## src/rtl/fetch_pkg.sv

```systemverilog
// Shared types for the instruction-fetch sequencer.
// Latency: none, types and constants only.
// Backpressure: not applicable.
package fetch_pkg;

    localparam int FETCH_ADDR_W = 9;
    localparam int FETCH_DATA_W = 32;
    localparam int DATA_BYTES   = FETCH_DATA_W / 8;

    typedef logic [FETCH_ADDR_W-1:0] pc_t;
    typedef logic [FETCH_DATA_W-1:0] insn_t;

    typedef struct packed {
        pc_t   pc;
        insn_t insn;
    } fetch_entry_t;

endpackage

```

## src/rtl/fetch_fifo.sv

```systemverilog
// Two-entry shift-register FIFO of {pc, insn}; slot0 is always the head.
// Latency: a push is visible at the head the cycle after the push edge.
// Backpressure: caller never pushes when full or pops when empty; flush empties it.
module fetch_fifo
    import fetch_pkg::*;
(
    input  logic         clk,
    input  logic         resetn,
    input  logic         flush,
    input  logic         push,
    input  fetch_entry_t push_dat,
    input  logic         pop,
    output fetch_entry_t head,
    output logic [1:0]   count
);

    fetch_entry_t slot0;
    fetch_entry_t slot1;

    // Shift-register storage: when the FIFO drains, slot0 keeps the last popped
    // entry, so the head holds its last value while count is 0.
    always_ff @(posedge clk) begin
        if (!resetn) begin
            count <= 2'd0;
            slot0 <= '0;
            slot1 <= '0;
        end else if (flush) begin
            count <= 2'd0;
        end else begin
            case ({push, pop})
                2'b10: begin
                    if (count == 2'd0) begin
                        slot0 <= push_dat;
                    end else begin
                        slot1 <= push_dat;
                    end
                    count <= count + 2'd1;
                end
                2'b01: begin
                    if (count == 2'd2) begin
                        slot0 <= slot1;
                    end
                    count <= count - 2'd1;
                end
                2'b11: begin
                    if (count == 2'd2) begin
                        slot0 <= slot1;
                        slot1 <= push_dat;
                    end else begin
                        slot0 <= push_dat;
                    end
                end
                default: begin
                end
            endcase
        end
    end

    assign head = slot0;

endmodule

```

## src/rtl/fetch_ctrl.sv

```systemverilog
// Fetch PC sequencer: issues reads to a registered-read memory, buffers words for decode.
// Latency: address issued in cycle c shows on out_valid in cycle c+2; 1 insn/cycle sustained.
// Backpressure: issue stops once buffered + in-flight words reach 2; redirect flushes everything.
module fetch_ctrl
    import fetch_pkg::*;
#(
    parameter int                    ADDR_WIDTH = FETCH_ADDR_W,
    parameter int                    DATA_WIDTH = FETCH_DATA_W,
    parameter logic [ADDR_WIDTH-1:0] RESET_PC   = '0
) (
    input  logic                  clk,
    input  logic                  resetn,
    output logic [ADDR_WIDTH-1:0] mem_addr,
    input  logic [DATA_WIDTH-1:0] mem_data,
    input  logic                  redirect_valid,
    input  logic [ADDR_WIDTH-1:0] redirect_pc,
    output logic                  out_valid,
    input  logic                  out_ready,
    output logic [ADDR_WIDTH-1:0] out_pc,
    output logic [DATA_WIDTH-1:0] out_insn
);

    // Internal types come from fetch_pkg; the width parameters must match it.
    pc_t          pc;
    pc_t          inflight_pc;
    pc_t          issue_pc;
    logic         inflight;
    logic         issue;
    logic         pop;
    logic         push;
    logic [1:0]   fifo_count;
    logic [2:0]   occupancy;
    fetch_entry_t push_dat;
    fetch_entry_t head;

    // A redirect overrides the sequential PC and always issues, since it
    // discards every older word and so frees all space.
    assign issue_pc  = redirect_valid ? redirect_pc : pc;
    assign mem_addr  = issue_pc;

    // Output is suppressed during a redirect so a stale word is never handed off.
    assign out_valid = (fifo_count != 2'd0) & ~redirect_valid;
    assign pop       = out_valid & out_ready;

    // Space check counts the word already in flight, so returning data always fits.
    assign occupancy = {1'b0, fifo_count} + {2'b00, inflight} - {2'b00, pop};
    assign issue     = redirect_valid | (occupancy < 3'd2);

    // The returning word belongs to the old stream when a redirect is active.
    assign push      = inflight & ~redirect_valid;
    assign push_dat  = {inflight_pc, mem_data};

    // PC advance and single in-flight read tracking.
    always_ff @(posedge clk) begin
        if (!resetn) begin
            pc          <= RESET_PC;
            inflight    <= 1'b0;
            inflight_pc <= '0;
        end else if (issue) begin
            inflight    <= 1'b1;
            inflight_pc <= issue_pc;
            pc          <= issue_pc + pc_t'(DATA_BYTES);
        end else begin
            inflight    <= 1'b0;
        end
    end

    fetch_fifo u_fifo (
        .clk      (clk),
        .resetn   (resetn),
        .flush    (redirect_valid),
        .push     (push),
        .push_dat (push_dat),
        .pop      (pop),
        .head     (head),
        .count    (fifo_count)
    );

    assign out_pc   = head.pc;
    assign out_insn = head.insn;

endmodule

```

## config.mk

```make
export PLATFORM = sky130hd
export DESIGN_NAME = fetch_ctrl
export DESIGN_NICKNAME = d
export VERILOG_FILES = /design/src/rtl/fetch_pkg.sv /design/src/rtl/fetch_fifo.sv /design/src/rtl/fetch_ctrl.sv
export SDC_FILE = /design/constraint.sdc
export NUM_CORES = 1
export LEC_CHECK = 0
export ABC_CLOCK_PERIOD_IN_PS = 2400
export CORE_MARGIN = 10
export CORE_UTILIZATION = 45
export CTS_BUF_LIST = sky130_fd_sc_hd__clkbuf_8
export DETAILED_ROUTE_END_ITERATION = 10
export PLACE_DENSITY_LB_ADDON = 0.2
export RECOVER_POWER = 25
export SYNTH_ARGS = -nofsm -noshare
export SYNTH_HDL_FRONTEND = slang
export SYNTH_SLANG_ARGS = --single-unit
```

## constraint.sdc

```tcl
create_clock -name clk -period 2.4 [get_ports clk]
set_input_delay 0.6 -clock clk [delete_from_list [all_inputs] [get_ports clk]]
set_output_delay 0.6 -clock clk [all_outputs]
set_load 0.01 [all_outputs]
```

==> run metrics, run 1 <==
status=finished clean; Design Power=3.651 mW; ANT cells=0; Period minus WS final=2.329 ns; syn nets=554; CP Buf/Inv Count=3; cell taking the most area after synthesis=dfxtp_1; final std cells w/o fill=750; Crit. End Element=register; total core area=10180 um2; hold_ws=0.4784 ns; peak supply drop=0.0004103 V; CTS Hold Bufs=0; DRC=0; GRT overflow=0; Via density=5.743; part of the power in registers=50.4%; CP Launch Point=redirect_valid; Starting Density=45.61%; CTS buffer count=9; CP arrival=2.61 ns; design area=6371 um2; Final Hold Fails=0; Syn Area/Cell=9.254 um2; Yosys reg bits=101; logic gate share of total power=20.7%; Reg-to-Reg End=pc[6]$_SDFFE_PN0P_; RSZ-0062 raised after global routing=false; Final setup viols=0; Cell Area, Synth=4646 um2; Leakage Power=2.416 nW; row cnt=37; Detailed Route WL=13090 um; die width=121.6 um; Max Buffers Root-to-Sink=2; FF-to-FF path depth=11; Reg2Reg Setup Slack=0.18 ns; Int Power=2.640 mW; share of the synthesized area in the top cell type=43.52%; drt pass-1 iters=4; fin util=62.56%; Slew Limit Fails=0; Die ar.=14790 um2; Crit. path cell count=11; Max stage delay cell, worst path=fa_2; first-pass GRT wire length=21990 um; Switching Fraction=27.68%; Yosys warning count=0; CP cell instances=dlygate4sd2_1 > o21ba_4 > nand2_2 > inv_2 > ha_4 > nor2b_2 > fa_2 > o21bai_4 > buf_6 > nand2_1 > o22ai_1; layout cells sized above 1=22.48%; Clock Power Share=28.9%; Post-DP Area=6033 um2; GPL Wtd Cong=0.8129; Top delay family on crit path=adder cells; GRT Total Usage=17.67%; vias in the first global route=4465; most frequent cells in the layout=dfxtp_1 (101), a21oi_1 (83), clkdlybuf4s50_1 (47); routed vias=4307; wire per inst=17.45 um; post-synthesis instance total=502; CTS tree=yes; worst skew pair latency=0.35 ns; initial antenna violation count=0; Ports=96; CTS H-tree lvls=3; I/O Buffers=95; Max-cap violations=0; DRT antenna net count=0; Synth area leaders=dfxtp_1 (44%), a211oi_2 (11%), a21oi_1 (8.9%), a22oi_1 (6.9%), nand3_1 (4.7%); placed cells=726; Worst Path Class, Setup=primary input to register; Worst Setup EP=pc[6]$_SDFFE_PN0P_; Tcrit/Tclk final=97.05%; Tightest Pin Transition=0.4014 ns; most common cell after layout, fill and taps aside=dfxtp_1; Sink Count=101; CP peak stage delay=0.47 ns; f_max=429.3 MHz; Final #Nets=661; worst hold path type=register to register; Max-slew headroom=73.24%; Reg-to-Reg Start=u_fifo.count[0]$_SDFFE_PP0P_; height of the die=121.6 um; hpwl dp=8680 um; Synth-to-Final Area Change=37.14%; CP Launch Type=primary input; largest net degree at the start of global routing=43; initial drt markers=405; Net Sw Power=1.010 mW; worst-path fanout max=6; sequential fraction of the synthesis area=43.52%; skew final=0.007984 ns; Worst-path clk slew=0.09 ns; post-synth cell types=39; Cell Pwr Density=573.0 nW/um2; root buffer cell=clkbuf_8; worst path required time=2.68 ns
[cell usage after synthesis, drive strengths merged]
cell / n
dfxtp: 101
a21oi: 83
a211oi: 47
nand3: 44
a22oi: 43
o21ai: 42
clkbuf: 27
buf: 26
nor2: 14
inv: 13
mux2i: 10
xnor2: 8
nand2: 7
ha: 6
mux2: 4
o22ai: 4
and2: 3
nor2b: 3
nand2b: 2
nand3b: 2
nand4: 2
nand4b: 2
a21boi: 1
a2bb2oi: 1
clkinv: 1
fa: 1
o211a: 1
o21ba: 1
o21bai: 1
o32ai: 1
xor2: 1
[layer usage]
layer	share of wire [%]	wire length (um)	vias up	track usage, %
li1	-	-	2069	-
met1	44	5773	2124	21.88
met2	50	6500	98	30.35
met3	4.8	625	16	3.978
met4	1.5	191	0	4.471
met5	0	0	-	0
[layout make-up]
type	count	area, um2
clock buffers	9	123.9
clock inverters	7	67.56
fillers	898	3814
inverters	14	55.05
multi-input cells	334	2414
flip-flops and latches	101	2022
well taps	136	170.2
repair buffers	149	1519
[worst register-to-register path, cell delays in order, from the launching register on]
cell,delay (ns)
dfxtp_1,0.37
o21ba_4,0.21
nand2_2,0.06
inv_2,0.05
ha_4,0.25
nor2b_2,0.04
fa_2,0.35
xnor2_2,0.17
o21bai_4,0.18
buf_6,0.16
nand2_1,0.12
o22ai_1,0.20
[logic make-up after synthesis]
group,synth area share (%)
buf+inv,6.814
mux,3.124
flops,43.52
xor+xnor,1.697
fa+ha+maj,2.047
simple gates,8.538
compound gates,34.26
[worst min-delay path by stage]
stage / from / to / cells past startpoint
after global routing: u_fifo.slot1[14]$_SDFFE_PN0P_ / u_fifo.slot1[14]$_SDFFE_PN0P_ / 2
after global placement: u_fifo.slot1[6]$_SDFFE_PN0P_ / u_fifo.slot1[6]$_SDFFE_PN0P_ / 2
final: u_fifo.slot1[24]$_SDFFE_PN0P_ / u_fifo.slot1[24]$_SDFFE_PN0P_ / 2
after floorplan: pc[8]$_SDFFE_PN0P_ / pc[8]$_SDFFE_PN0P_ / 2
after CTS: u_fifo.slot1[25]$_SDFFE_PN0P_ / u_fifo.slot1[25]$_SDFFE_PN0P_ / 2
after detailed placement: u_fifo.slot1[25]$_SDFFE_PN0P_ / u_fifo.slot1[25]$_SDFFE_PN0P_ / 2
[through the flow]
stage	TNS [ns]	worst slack, ns
finish	0	0.07080
global route	0	0.01595
CTS	0	0.07698
detailed placement	-42.84	-0.6235
global placement	-38.66	-0.5388
floorplan	-0.2982	-0.05866
[flip-flops by register name, summed over array words and instances, names as in the netlist]
name,flops
inflight,1
inflight_pc,7
pc,9
u_fifo.count,2
u_fifo.head,41
u_fifo.slot1,41
[power by group through the flow]
stage | clock network (mW) | logic (mW) | registers, mW
after floorplan | 0 | 0.375 | 1.88
after global placement | 0 | 0.728 | 1.87
after detailed placement | 0 | 0.744 | 1.88
after CTS | 1.08 | 0.773 | 1.84
after global routing | 1.16 | 0.820 | 1.85
final | 1.06 | 0.755 | 1.84
[what timing repair did]
item / CTS / global route
setup buffers: 4 / 0
gates resized for setup: 47 / 2
pin swaps: 2 / 1
gates cloned: 4 / 0
endpoints found under the hold margin: 0 / 0
setup endpoints to repair: 66 / 3
(Power assumes the default switching activity.)
==> run 2, diff against run 1 <==
--- a/config.mk
+++ b/config.mk
@@ -6,7 +6,7 @@
 export NUM_CORES = 1
 export LEC_CHECK = 0
 export ABC_CLOCK_PERIOD_IN_PS = 2400
-export CORE_MARGIN = 10
+export CORE_MARGIN = 5
 export CORE_UTILIZATION = 45
 export CTS_BUF_LIST = sky130_fd_sc_hd__clkbuf_8
 export DETAILED_ROUTE_END_ITERATION = 10
==> run 2 against run 1 <==
Against the previous run:
- design area rose by 0.98%
- largest cell class unchanged
- combinational power fell by 0.5%
- sequential power barely moved
- critical path depth fell by 7
- final cell count rose by 0.27%
- flip-flop and latch count did not move
- hold slack got worse by 0.00051 ns
- via count rose by 0.84%
- first-iteration DRC count fell by 53%
- critical endpoint is now out_valid
- sequential share of layout area fell by 0.31 points
- clock skew rose by 0.0029 ns
==> run metrics, run 2 (synthesis results as in run 1) <==
peak supply drop=0.0004332 V; GPL Wtd Cong=0.8050; worst-case hold path end point=u_fifo.slot1[24]$_SDFFE_PN0P_; Reg2Reg Setup Slack=0.15 ns; hold_sp=u_fifo.slot1[24]$_SDFFE_PN0P_; Max-slew headroom=72.56%; Leakage Power=2.424 nW; ANT cells=0; drt pass-1 iters=5; Cell Pwr Density=573.4 nW/um2; CTS H-tree lvls=3; CP arrival=1.73 ns; most frequent cells in the layout=dfxtp_1 (101), a21oi_1 (83), clkdlybuf4s50_1 (49); initial drt markers=191; DRT antenna net count=0; Worst-path clk slew=0.09 ns; Crit. End Element=output pin; GRT overflow=0; CTS tree=yes; total core area=10180 um2; status=finished clean; placed cells=731; RSZ-0062 raised after global routing=false; routed vias=4343; Synth-to-Final Area Change=38.49%; CP Launch Type=primary input; worst path required time=1.80 ns; root buffer cell=clkbuf_8; Detailed Route WL=13000 um; Ports=96; Worst Path Class, Setup=primary input to output pin; CTS buffer count=9; FF-to-FF path depth=11; Tcrit/Tclk final=96.99%; height of the die=111.6 um; GRT Total Usage=20.52%; Period minus WS final=2.328 ns; Sink Count=101; hold_ws=0.4779 ns; Max Buffers Root-to-Sink=2; Via density=5.775; row cnt=37; wire per inst=17.29 um; layout cells sized above 1=22.40%; Final setup viols=0; hold path depth=2; most common cell after layout, fill and taps aside=dfxtp_1; Reg-to-Reg End=pc[4]$_SDFFE_PN0P_; Max-cap violations=0; DRC=0; hpwl dp=8524 um; initial antenna violation count=0; worst skew pair latency=0.36 ns; final std cells w/o fill=752; Final Hold Fails=0; Slew Limit Fails=0; die width=111.6 um; f_max=429.6 MHz; largest net degree at the start of global routing=43; worst-path fanout max=3; worst hold path type=register to register; first-pass GRT wire length=21660 um; I/O Buffers=95; CTS Hold Bufs=0; Reg-to-Reg Start=u_fifo.count[0]$_SDFFE_PP0P_; Tightest Pin Transition=0.4116 ns; Starting Density=45.61%; skew final=0.01088 ns; vias in the first global route=4381; Die ar.=12460 um2; Final #Nets=663
==> run 2: how the worst max path moves through the flow <==
stage | cells past startpoint | slack [ns] | to | startpoint
after floorplan | 10 | -0.06 | inflight_pc[3]$_SDFFE_PN0P_ | redirect_valid
after global placement | 12 | -0.53 | pc[4]$_SDFFE_PN0P_ | redirect_valid
after detailed placement | 12 | -0.64 | pc[4]$_SDFFE_PN0P_ | redirect_valid
after CTS | 10 | 0.01 | pc[4]$_SDFFE_PN0P_ | out_ready
after global routing | 11 | 0.002 | pc[4]$_SDFFE_PN0P_ | redirect_valid
final | 4 | 0.07 | out_valid | redirect_valid
==> run 2: power breakdown <==
part	switching, mW	leakage (nW)	internal, mW
Sequential	0.0664	0.826	1.78
Clock	0.586	0.104	0.509
Combinational	0.368	1.49	0.383
Total	1.02	2.42	2.67
==> run 2: metal layers <==
layer	global-route usage (%)	vias to the layer above	wire length, um
li1	-	2076	-
met1	25.36	2099	5494
met2	36.11	146	6580
met3	4.076	22	663
met4	6.245	0	265
met5	0	-	0
==> run 2: area by class of cell <==
type | instances | area, um2
Multi-Input combinational cell | 334 | 2439
Tap cell | 136 | 170.2
Timing Repair Buffer | 151 | 1546
Clock inverter | 6 | 63.81
Clock buffer | 10 | 137.6
Sequential cell | 101 | 2022
Fill cell | 869 | 3751
Inverter | 14 | 55.05
==> run 2: worst max-delay path, cell delays in order <==
cell and delay (ns):
dlygate4sd2_1 0.25, o21ba_4 0.22, buf_4 0.12, clkdlybuf4s50_1 0.53
==> run 2: metrics by stage <==
step	utilization (%)	setup slack, ns	power (mW)	setup TNS [ns]	instance area (um2)
finish	63.17	0.07213	3.689	0	6434
global route	63.17	0.002117	3.859	0	6434
CTS	62.92	0.01140	3.734	0	6409
detailed placement	59.74	-0.6387	2.621	-51.04	6085
global placement	59.74	-0.5301	2.603	-42.13	6085
floorplan	-	-0.05866	2.254	-0.2982	4692
==> run 2: what timing repair did <==
action                                  CTS  global route
setup buffers                             3             0
pin swaps                                 1             2
gates cloned                              2             0
resized for setup                        30             5
endpoints found under the setup margin   91            40
==> run 3, diff against run 2 <==
--- a/config.mk
+++ b/config.mk
@@ -10,6 +10,7 @@
 export CORE_UTILIZATION = 45
 export CTS_BUF_LIST = sky130_fd_sc_hd__clkbuf_8
 export DETAILED_ROUTE_END_ITERATION = 10
+export HOLD_SLACK_MARGIN = 0.1
 export PLACE_DENSITY_LB_ADDON = 0.2
 export RECOVER_POWER = 25
 export SYNTH_ARGS = -nofsm -noshare
==> results of run 3 <==
The final DEF is identical to that of run 2; final timing and power are the same.
